<file path="src/rtl/dcache_pkg.sv">
// Shared types and constants for the write-back direct-mapped data cache.
package dcache_pkg;

  localparam int unsigned BLOCK_W         = 128;
  localparam int unsigned WORD_W          = 32;
  localparam int unsigned PROC_ADDR_W     = 30;
  localparam int unsigned MEM_ADDR_W      = 28;
  localparam int unsigned WORDS_PER_BLOCK = 4;
  localparam int unsigned OFF_W           = $clog2(WORDS_PER_BLOCK);

  typedef enum logic [1:0] {
    StIdle      = 2'd0,
    StWriteback = 2'd1,
    StAllocate  = 2'd2
  } state_e;

  // Index bits needed to select one of num_blocks lines.
  function automatic int unsigned idx_w(input int unsigned num_blocks);
    return $clog2(num_blocks);
  endfunction

  // Whatever is left of the word address above index and word offset.
  function automatic int unsigned tag_w(input int unsigned num_blocks);
    return PROC_ADDR_W - OFF_W - $clog2(num_blocks);
  endfunction

endpackage

</file>
<file path="src/rtl/dcache_wb_if.sv">
// Core-side and memory-side signals of the data cache, bundled as one bus.
interface dcache_wb_if;
  import dcache_pkg::*;

  logic                   proc_read;
  logic                   proc_write;
  logic [PROC_ADDR_W-1:0] proc_addr;
  logic [WORD_W-1:0]      proc_wdata;
  logic [WORD_W-1:0]      proc_rdata;
  logic                   proc_stall;

  logic                   mem_read;
  logic                   mem_write;
  logic [MEM_ADDR_W-1:0]  mem_addr;
  logic [BLOCK_W-1:0]     mem_wdata;
  logic [BLOCK_W-1:0]     mem_rdata;
  logic                   mem_ready;

  // Cache view.
  modport slave (
    input  proc_read, proc_write, proc_addr, proc_wdata, mem_rdata, mem_ready,
    output proc_rdata, proc_stall, mem_read, mem_write, mem_addr, mem_wdata
  );

  // Environment view (core plus slow memory).
  modport master (
    output proc_read, proc_write, proc_addr, proc_wdata, mem_rdata, mem_ready,
    input  proc_rdata, proc_stall, mem_read, mem_write, mem_addr, mem_wdata
  );

endinterface

</file>
<file path="src/rtl/dcache_line_store.sv">
// Valid/dirty/tag/data arrays: one combinational read port, one write port that
// either updates a single word (marking the line dirty) or refills a full line.
module dcache_line_store
  import dcache_pkg::*;
#(
  parameter int unsigned NumBlocks = 8,
  parameter int unsigned IdxW      = idx_w(NumBlocks),
  parameter int unsigned TagW      = tag_w(NumBlocks)
) (
  input  logic               clk_i,
  input  logic               rst_i,
  input  logic [IdxW-1:0]    rd_idx_i,
  output logic               rd_valid_o,
  output logic               rd_dirty_o,
  output logic [TagW-1:0]    rd_tag_o,
  output logic [BLOCK_W-1:0] rd_line_o,
  input  logic [IdxW-1:0]    wr_idx_i,
  input  logic               wr_word_en_i,
  input  logic [OFF_W-1:0]   wr_off_i,
  input  logic [WORD_W-1:0]  wr_word_i,
  input  logic               wr_line_en_i,
  input  logic [TagW-1:0]    wr_tag_i,
  input  logic [BLOCK_W-1:0] wr_line_i,
  input  logic               clr_dirty_i
);

  logic [NumBlocks-1:0] valid_q;
  logic [NumBlocks-1:0] dirty_q;
  logic [TagW-1:0]      tag_q  [NumBlocks];
  logic [BLOCK_W-1:0]   data_q [NumBlocks];

  assign rd_valid_o = valid_q[rd_idx_i];
  assign rd_dirty_o = dirty_q[rd_idx_i];
  assign rd_tag_o   = tag_q[rd_idx_i];
  assign rd_line_o  = data_q[rd_idx_i];

  // Line status bits; only these are cleared by reset.
  always_ff @(posedge clk_i) begin
    if (rst_i) begin
      valid_q <= '0;
      dirty_q <= '0;
    end else if (wr_line_en_i) begin
      valid_q[wr_idx_i] <= 1'b1;
      dirty_q[wr_idx_i] <= 1'b0;
    end else if (wr_word_en_i) begin
      dirty_q[wr_idx_i] <= 1'b1;
    end else if (clr_dirty_i) begin
      dirty_q[wr_idx_i] <= 1'b0;
    end
  end

  // Tag and data payload; meaningless while the line is invalid, so no reset.
  always_ff @(posedge clk_i) begin
    if (wr_line_en_i) begin
      tag_q[wr_idx_i]  <= wr_tag_i;
      data_q[wr_idx_i] <= wr_line_i;
    end else if (wr_word_en_i) begin
      data_q[wr_idx_i][wr_off_i*WORD_W +: WORD_W] <= wr_word_i;
    end
  end

endmodule

</file>
<file path="src/rtl/dcache_wb.sv">
// Write-back, write-allocate, direct-mapped L1 data cache. Hits are served in
// the same cycle; misses stall the core while whole lines move to/from memory.
module dcache_wb
  import dcache_pkg::*;
#(
  parameter int unsigned NUM_BLOCKS = 8
) (
  input logic        clk,
  input logic        proc_reset,
  dcache_wb_if.slave bus
);

  localparam int unsigned IdxW = idx_w(NUM_BLOCKS);
  localparam int unsigned TagW = tag_w(NUM_BLOCKS);

  state_e                  state_q;
  logic                    mem_read_q;
  logic                    mem_write_q;
  logic [MEM_ADDR_W-1:0]   mem_addr_q;
  logic [BLOCK_W-1:0]      mem_wdata_q;

  logic [TagW-1:0]         req_tag;
  logic [IdxW-1:0]         req_idx;
  logic [OFF_W-1:0]        req_off;
  logic                    line_valid;
  logic                    line_dirty;
  logic [TagW-1:0]         line_tag;
  logic [BLOCK_W-1:0]      line_data;
  logic                    hit;
  logic                    req;
  logic                    is_idle;
  logic [WORD_W-1:0]       sel_word;
  logic                    wr_word_en;
  logic                    wr_line_en;
  logic                    clr_dirty;

  assign req_tag = bus.proc_addr[PROC_ADDR_W-1 -: TagW];
  assign req_idx = bus.proc_addr[OFF_W +: IdxW];
  assign req_off = bus.proc_addr[OFF_W-1:0];

  dcache_line_store #(
    .NumBlocks (NUM_BLOCKS),
    .IdxW      (IdxW),
    .TagW      (TagW)
  ) u_line_store (
    .clk_i        (clk),
    .rst_i        (proc_reset),
    .rd_idx_i     (req_idx),
    .rd_valid_o   (line_valid),
    .rd_dirty_o   (line_dirty),
    .rd_tag_o     (line_tag),
    .rd_line_o    (line_data),
    .wr_idx_i     (req_idx),
    .wr_word_en_i (wr_word_en),
    .wr_off_i     (req_off),
    .wr_word_i    (bus.proc_wdata),
    .wr_line_en_i (wr_line_en),
    .wr_tag_i     (req_tag),
    .wr_line_i    (bus.mem_rdata),
    .clr_dirty_i  (clr_dirty)
  );

  assign hit     = line_valid & (line_tag == req_tag);
  assign req     = bus.proc_read | bus.proc_write;
  assign is_idle = (state_q == StIdle);

  // Hit path, stall and line-store write controls.
  always_comb begin
    sel_word   = line_data[req_off*WORD_W +: WORD_W];
    // A simultaneous read and write is a write, so it returns no data.
    bus.proc_rdata = (is_idle & bus.proc_read & ~bus.proc_write & hit) ? sel_word : '0;
    bus.proc_stall = ~is_idle | (req & ~hit);
    wr_word_en = is_idle & bus.proc_write & hit & ~proc_reset;
    wr_line_en = (state_q == StAllocate) & bus.mem_ready & ~proc_reset;
    clr_dirty  = (state_q == StWriteback) & bus.mem_ready & ~proc_reset;
  end

  // Miss FSM with registered memory requests; mem_ready only affects the next state.
  always_ff @(posedge clk) begin
    if (proc_reset) begin
      state_q     <= StIdle;
      mem_read_q  <= 1'b0;
      mem_write_q <= 1'b0;
      mem_addr_q  <= '0;
      mem_wdata_q <= '0;
    end else begin
      unique case (state_q)
        StIdle: begin
          if (req && !hit) begin
            if (line_valid && line_dirty) begin
              state_q     <= StWriteback;
              mem_write_q <= 1'b1;
              mem_addr_q  <= {line_tag, req_idx};
              mem_wdata_q <= line_data;
            end else begin
              state_q    <= StAllocate;
              mem_read_q <= 1'b1;
              mem_addr_q <= {req_tag, req_idx};
            end
          end
        end
        StWriteback: begin
          if (bus.mem_ready) begin
            state_q     <= StAllocate;
            mem_write_q <= 1'b0;
            mem_read_q  <= 1'b1;
            mem_addr_q  <= {req_tag, req_idx};
          end
        end
        StAllocate: begin
          if (bus.mem_ready) begin
            state_q    <= StIdle;
            mem_read_q <= 1'b0;
          end
        end
        default: begin
          state_q     <= StIdle;
          mem_read_q  <= 1'b0;
          mem_write_q <= 1'b0;
        end
      endcase
    end
  end

  assign bus.mem_read  = mem_read_q;
  assign bus.mem_write = mem_write_q;
  assign bus.mem_addr  = mem_addr_q;
  assign bus.mem_wdata = mem_wdata_q;

endmodule
</file>
<file path="src/flat_wrapper.sv">
// flat-port wrapper written by rule: the top's interface ports become plain ports
module dcache_wb_flat import dcache_pkg::*;
#(
  parameter int unsigned NUM_BLOCKS = 8
)
  (clk, proc_reset, bus_proc_read, bus_proc_write, bus_proc_addr, bus_proc_wdata, bus_mem_rdata, bus_mem_ready, bus_proc_rdata, bus_proc_stall, bus_mem_read, bus_mem_write, bus_mem_addr, bus_mem_wdata);
  dcache_wb_if bus_i ();
  input logic clk;
  input logic proc_reset;
  input wire logic [$bits(bus_i.proc_read)-1:0] bus_proc_read;
  input wire logic [$bits(bus_i.proc_write)-1:0] bus_proc_write;
  input wire logic [$bits(bus_i.proc_addr)-1:0] bus_proc_addr;
  input wire logic [$bits(bus_i.proc_wdata)-1:0] bus_proc_wdata;
  input wire logic [$bits(bus_i.mem_rdata)-1:0] bus_mem_rdata;
  input wire logic [$bits(bus_i.mem_ready)-1:0] bus_mem_ready;
  output wire logic [$bits(bus_i.proc_rdata)-1:0] bus_proc_rdata;
  output wire logic [$bits(bus_i.proc_stall)-1:0] bus_proc_stall;
  output wire logic [$bits(bus_i.mem_read)-1:0] bus_mem_read;
  output wire logic [$bits(bus_i.mem_write)-1:0] bus_mem_write;
  output wire logic [$bits(bus_i.mem_addr)-1:0] bus_mem_addr;
  output wire logic [$bits(bus_i.mem_wdata)-1:0] bus_mem_wdata;
  assign bus_i.proc_read = bus_proc_read;
  assign bus_i.proc_write = bus_proc_write;
  assign bus_i.proc_addr = bus_proc_addr;
  assign bus_i.proc_wdata = bus_proc_wdata;
  assign bus_i.mem_rdata = bus_mem_rdata;
  assign bus_i.mem_ready = bus_mem_ready;
  assign bus_proc_rdata = bus_i.proc_rdata;
  assign bus_proc_stall = bus_i.proc_stall;
  assign bus_mem_read = bus_i.mem_read;
  assign bus_mem_write = bus_i.mem_write;
  assign bus_mem_addr = bus_i.mem_addr;
  assign bus_mem_wdata = bus_i.mem_wdata;
  dcache_wb #(.NUM_BLOCKS(NUM_BLOCKS)) u_core (.clk(clk), .proc_reset(proc_reset), .bus(bus_i));
endmodule
</file>
<file path="config.mk">
export PLATFORM = sky130hd
export DESIGN_NAME = dcache_wb_flat
export DESIGN_NICKNAME = d
export VERILOG_FILES = /design/src/rtl/dcache_pkg.sv /design/src/rtl/dcache_wb_if.sv /design/src/rtl/dcache_line_store.sv /design/src/rtl/dcache_wb.sv /design/src/flat_wrapper.sv
export SDC_FILE = /design/constraint.sdc
export NUM_CORES = 1
export LEC_CHECK = 0
export CAP_MARGIN = 20
export CORE_ASPECT_RATIO = 1.25
export CORE_MARGIN = 2
export CORE_UTILIZATION = 25
export DETAILED_ROUTE_END_ITERATION = 8
export PLACE_DENSITY = 0.49
export SYNTH_ARGS = -nofsm -noshare
export SYNTH_HDL_FRONTEND = slang
export SYNTH_SLANG_ARGS = --single-unit
</file>
<file path="constraint.sdc">
create_clock -name clk -period 6.3 [get_ports clk]
set_clock_uncertainty 0.15 [all_clocks]
set_input_delay 0.63 -clock clk [delete_from_list [all_inputs] [get_ports clk]]
set_output_delay 0.63 -clock clk [all_outputs]
set_load 0.01 [all_outputs]
</file>
==> results of run 1 <==
-- state kept, by name, summed over array words and instances (netlist names), named ones only --
| signal | flops |
|---|---|
| u_core.bus.mem_addr | 28 |
| u_core.u_line_store.valid_q | 8 |
| u_core.state_q | 2 |
| u_core.u_line_store.tag_q | 200 |
| u_core.bus.mem_wdata | 128 |
| u_core.bus.mem_write | 1 |
| u_core.u_line_store.data_q | 1024 |
| u_core.bus.mem_read | 1 |
-- cell families (layout without fill, tap and decap cells) --
logic type,after synthesis,in the layout
AO/OA/AOI/OAI,912,912
AND/OR/NAND/NOR,467,467
adder cells (fa/ha/maj),5,5
other,0,16
flip-flops,1400,1400
buffers and inverters,384,923
XOR/XNOR,12,12
multiplexers,352,352
-- stage by stage --
stage	total power, mW	cells	utilization	hold slack (ns)	instance area, sq um
after floorplan	11.0	3532	-	0.285	55400
after detailed placement	11.9	6707	0.289	0.300	63900
after CTS	20.4	6994	0.311	0.157	68700
after global routing	20.9	6998	0.311	0.191	68700
after global placement	11.9	6706	0.289	0.295	63800
final	20.3	7012	0.311	0.207	68700
-- critical path: cells and delay by family --
| family | cells | cell delay (ns) |
|---|---|---|
| simple gates | 7 | 1.93 |
| buf+inv | 5 | 1.72 |
| compound gates | 1 | 0.43 |
-- synthesized netlist by cell type, drive strengths merged (9+ instances only) --
| cell type | count | area [sq um] |
|---|---|---|
| a211oi | 150 | 1130 |
| buf | 77 | 358 |
| nor3 | 20 | 100 |
| edfxtp | 1224 | 36800 |
| o21ai | 15 | 75.1 |
| a221oi | 133 | 1160 |
| mux2 | 105 | 1180 |
| o21a | 22 | 165 |
| a31oi | 128 | 801 |
| a22o | 74 | 648 |
| nand2 | 151 | 567 |
| mux4 | 59 | 1330 |
| a22oi | 244 | 1830 |
| nor2 | 103 | 387 |
| mux2i | 188 | 1880 |
| dfxtp | 176 | 3520 |
| and3 | 99 | 619 |
| nand2b | 9 | 56.3 |
| inv | 102 | 383 |
| o22ai | 25 | 156 |
| clkbuf | 205 | 769 |
| o211ai | 11 | 82.6 |
| a21oi | 91 | 459 |
| and4 | 30 | 263 |
-- layout make-up --
cell class / instances / area share
clock buffers: 210 / 0.0609
repair buffers: 534 / 0.0795
multi-input cells: 1748 / 0.205
clock inverters: 77 / 0.00890
diodes: 16 / 0.000583
inverters: 102 / 0.00557
flip-flops and latches: 1400 / 0.586
well taps: 2925 / 0.0532
-- power groups by stage --
stage / sequential (mW) / clock (mW) / combinational [mW]
floorplan: 10.4 / 0 / 0.633
global placement: 10.4 / 0 / 1.49
detailed placement: 10.4 / 0 / 1.50
CTS: 10.2 / 8.78 / 1.50
global route: 10.2 / 9.15 / 1.55
finish: 10.2 / 8.68 / 1.50
-- worst max-delay path by stage --
stage                           from                          endpoint  slack [ns]
floorplan           bus_proc_addr[4]  u_core.u_line_store.data_q[0][0]        0.80
global placement    bus_proc_addr[2]                bus_proc_rdata[31]        0.61
finish              bus_proc_addr[2]                 bus_proc_rdata[1]        0.71
global route        bus_proc_addr[2]                 bus_proc_rdata[1]        0.47
CTS                 bus_proc_addr[2]                 bus_proc_rdata[1]        0.60
detailed placement  bus_proc_addr[2]                 bus_proc_rdata[1]        0.63
-- metal layers --
layer  up-vias  global-route usage  part of all wire
li1      15089                   -                 -
met4         8              0.0893             0.052
met2      1942               0.320              0.48
met1     19082               0.251              0.40
met5         -                   0           0.00036
met3       337              0.0327             0.075
-- layout by cell type (no fill, tap or decap), types with 91 or more instances in the layout --
| cell type | n |
|---|---|
| a31oi_1 | 128 |
| a22oi_1 | 244 |
| edfxtp_1 | 1224 |
| a221oi_1 | 133 |
| dfxtp_1 | 176 |
| nor2_1 | 91 |
| and3_1 | 97 |
| a211oi_1 | 150 |
| clkbuf_16 | 157 |
| clkdlybuf4s50_1 | 380 |
| mux2i_1 | 188 |
| buf_4 | 112 |
| inv_1 | 100 |
| nand2_1 | 151 |
==> out/results.tsv, run 1 <==
metric	value	unit
status	complete, no violations	
Via density	5.20	
Worst Tran Pin Value	1.34	ns
HP Class	in2reg	
area grow syn2layout	24.1	%
Final Cycle Share	0.888	
post-synthesis simple-gate area fraction	0.0428	
post-synthesis cell count	3532	
port bufs	385	
syn_nets	3732	
Starting Density	0.251	
setup ws final	0.706	ns
ys async rst share	0	
CTS Buffer Depth	3	
crit-path max FO	43	
Main synth FF type	edfxtp_1	
Crit path largest cell delay	0.58	ns
Worst setup EP type	output port	
initial antenna violation count	20	
total routed wirelength	226000	microns
mux contribution to synthesized area	0.0793	
# clock sinks	1400	
total CTS buffers	155	
WP data required	5.52	ns
crit-path cells	buf_4 -> nand2b_1 -> o22ai_1 -> nor3_1 -> nor4_1 -> nand4_1 -> nor4_4 -> buf_4 -> nand4b_1 -> buf_4 -> nor2_1 -> buf_4 -> clkdlybuf4s50_1	
GR Util All Layers	0.195	
Hold Path End	u_core.bus.mem_read	
final setup fails	0	
CTS Root Cell	clkbuf_16	
crit-path most repeated cell	buf_4	
Total Nets Final	4141	
Post-synth EDFFs	1224	
arrival time at the worst endpoint	4.81	ns
worst r2r dst	u_core.u_line_store.data_q[5][74]	
post-CTS setup buffer count	0	
hold buffers post-CTS	0	
PostCTS Resize Cnt	0	
pin count of the biggest net entering global routing	129	
CP max-delay cell	nand2b_1	
hold depth	2	
Setup Crit Path Kind	in2out	
htree depth	4	
WL/cell	32.2	microns
headroom to the max-slew limit	0.104	
Post-Syn Area	55400	sq um
Die ar.	225000	sq um
XOR/XNOR share of the synthesized area	0.00190	
complex-gate fraction of the synthesized area	0.121	
Sw Ratio	0.239	
global-route wire length before repair	305000	microns
worst reg-to-reg setup slack	1.88	ns
CTS tree	built	
multi-input logic area	14100	sq um
minimum clock period	5.59	ns
R2R cell count	10	
NetSw	4.86	mW
IO Pins	386	
Iteration-0 DRC Markers	4468	
peak supply drop	0.000257	V
chip height	530	microns
GP Congestion	0.828	
overall die width	425	microns
drt pass-1 iters	6	
Leakage	22.1	nW
share of layout cells above drive strength 1	0.139	
Power Dens Cells	296	nW/um^2
Core Area	221000	sq um
Layout fillers	21938	
FF-to-FF Start	u_core.u_line_store.tag_q[6][20]	
sequential cell area	40300	sq um
grt ovf	0	
vias in the first global route	34914	
TNS Setup	0	ns
clock power share	0.427	
DRC	0	
RSZ-0062 raised after global routing	false	
Yosys cell types	59	
worst-skew pair later-pin latency	0.82	ns
Synth Warn #	0	
total number of vias	36458	
post-synthesis sequential area ratio	0.727	
Sequential Power Share	0.499	
Int Power	15.5	mW
DP Worst Slack	0.634	ns
Post-Syn Area per Cell	15.7	sq um
Hold Startpoint	proc_reset	
combinational share of power	0.074	
Seq cells post-synth	1400	
post-DP HPWL	146000	microns
CP Launch Type	input port	
Hold Vio Cnt, Final	0	
max_cap viols	0	
max-slew violation count	0	
ANT nets after route	0	
combinational family with the most area after synthesis	compound AO/OA/AOI/OAI gates	
post-synthesis adder-cell area fraction	0.00113	
f_max	179	MHz
num rows	193	
Worst-path clk slew	0.06	ns
(Power assumes the default switching activity.)
==> run 2: changes to the inputs <==
- GPL_ROUTABILITY_DRIVEN: not set -> 1
- PLACE_DENSITY: 0.49 -> not set
- PLACE_DENSITY_LB_ADDON: not set -> 0.3
==> run 2 against run 1 <==
Wire length increased by 0.70%. Non-clock buffer count is 10 higher. Via count barely moved. Sequential power is essentially flat. Sequential share of layout area decreased by 0.27 points. Critical path type unchanged. Clock-buffer cell count increased by 1. Hold slack got worse by 0.0050 ns. Highest routed layer unchanged. Cell area rose by 0.46%.
==> out/results.tsv, run 2 (same netlist as run 1, synthesis figures left out) <==
metric	value	unit	change
HP Class	in2reg		
vias in the first global route	35000		+0.25%
met1 GRT Util	0.250		-0.000665
Worst Tran Pin Value	1.21	ns	-0.130 ns
global routing's busiest layer	met2		
max reg flops	1024		unchanged
PostCTS Resize Cnt	0		unchanged
M3 GR Usage	0.0349		+0.00217
CTS Buffer Depth	3		unchanged
hold buffers post-CTS	0		unchanged
share of layout cells above drive strength 1	0.145		+0.00537
Hold Vio Cnt, Final	0		unchanged
most frequent cells in the layout	edfxtp_1 (1224), clkdlybuf4s50_1 (380), a22oi_1 (244)		
post-CTS setup buffer count	0		unchanged
Leakage	22.3	nW	+0.85%
pin count of the biggest net entering global routing	129		unchanged
commonest non-fill, non-tap cell in the layout	edfxtp_1		
GP Congestion	0.836		+1.1%
num rows	193		unchanged
DRC	0		unchanged
Core Area	221000	sq um	unchanged
Starting Density	0.251		unchanged
overall die width	425	microns	unchanged
Via density	5.20		about the same
TNS Setup	0	ns	unchanged
minimum clock period	5.67	ns	+0.0749 ns
post-DP HPWL	147000	microns	+0.58%
worst-skew pair later-pin latency	0.81	ns	about the same
total CTS buffers	153		-1.3%
chip height	530	microns	unchanged
total routed wirelength	228000	microns	+0.70%
Die ar.	225000	sq um	unchanged
CTS Root Cell	clkbuf_16		
largest register by flop count	u_core.u_line_store.data_q		
headroom to the max-slew limit	0.191		+0.0865
peak supply drop	0.000242	V	-6.0%
crit-path max FO	40		-7.0%
Iteration-0 DRC Markers	4441		-0.60%
status	complete, no violations		
CP Launch Type	input port		
fin util	0.313		+0.00144
# clock sinks	1400		unchanged
GR Util All Layers	0.196		+0.000884
total number of vias	36474		+0.044%
RSZ-0062 raised after global routing	false		
port bufs	385		unchanged
Setup Crit Path Kind	in2out		
met2 usage	0.320		about the same
WL/cell	32.5	microns	+0.70%
Worst-path clk slew	0.06	ns	about the same
htree depth	4		unchanged
grt ovf	0		unchanged
WP data required	5.52	ns	about the same
global-route wire length before repair	305000	microns	+0.14%
Total Nets Final	4149		+0.19%
max_cap viols	0		unchanged
arrival time at the worst endpoint	4.89	ns	+0.08 ns
initial antenna violation count	18		-10%
CTS tree	built		
area grow syn2layout	24.6	%	
ANT nets after route	0		unchanged
max-slew violation count	0		unchanged
final setup fails	0		unchanged
IO Pins	386		unchanged
drt pass-1 iters	7		+1
Worst setup EP type	output port		
Final Cycle Share	0.900		+0.0119
f_max	176	MHz	-1.3%
Power Dens Cells	300	nW/um^2	+1.3%
==> run 2: cell types whose count changed in the layout (fill, tap and decap cells not counted), sizes merged <==
cell | before | now
bufinv | 4 | 13
diode | 16 | 8
buf | 154 | 164
clkbuf | 210 | 211
inv | 109 | 110
clkinvlp | 4 | 3
clkinv | 62 | 50
==> run 2: final cells by class <==
cell class | instances | area [sq um]
Tap cell | 2925 | 3660
Clock buffer | 211 | 4210
Fill cell | 21859 | 152000
Clock inverter | 74 | 818
Timing Repair Buffer | 544 | 5570
Inverter | 102 | 383
Antenna cell | 8 | 20.0
Multi-Input combinational cell | 1748 | 14100
Sequential cell | 1400 | 40300
==> run 2: critical path: stages <==
cell	delay, ns
buf_4	0.52
nand2b_1	0.67
o22ai_1	0.26
o21a_1	0.23
nor4_1	0.36
nand4_1	0.23
nor4_4	0.51
nand4b_1	0.18
buf_4	0.38
nor2_1	0.21
buf_4	0.12
clkdlybuf4s50_1	0.52
==> run 2: report_power, final <==
| group | switching (mW) | internal [mW] |
|---|---|---|
| combinational | 1.01 | 0.482 |
| clock | 3.81 | 5.24 |
| sequential | 0.0221 | 10.1 |
| total | 4.84 | 15.9 |
==> run 2: through the flow <==
stage	std cells	power [mW]	setup WS (ns)	area (sq um)	hold slack, ns
final	7012	20.7	0.631	69000	0.202
after global routing	7007	21.2	0.431	69000	0.245
after CTS	7004	20.8	0.628	69000	0.155
after detailed placement	6719	11.8	0.655	64000	0.299
after global placement	6719	11.8	0.713	64000	0.291
after floorplan	3532	11.0	0.795	55400	0.285
==> run 2: worst paths after layout <==
path / start / slack, ns / cells past startpoint / end
max: bus_proc_addr[2] / 0.63 / 12 / bus_proc_rdata[0]
min: bus_proc_addr[4] / 0.20 / 3 / u_core.bus.mem_addr[2]
max reg2reg: u_core.u_line_store.tag_q[6][20] / 1.65 / 10 / u_core.u_line_store.data_q[2][97]
min reg2reg: u_core.bus.mem_addr[16] / 0.31 / 2 / u_core.bus.mem_addr[16]
==> run 2: layer usage <==
metal,vias to the layer above,share of wire,routed length [microns]
met2,1781,0.48,108000
met1,19252,0.40,90700
met4,4,0.053,12000
met5,-,0.000092,21
li1,15120,-,-
met3,317,0.073,16700
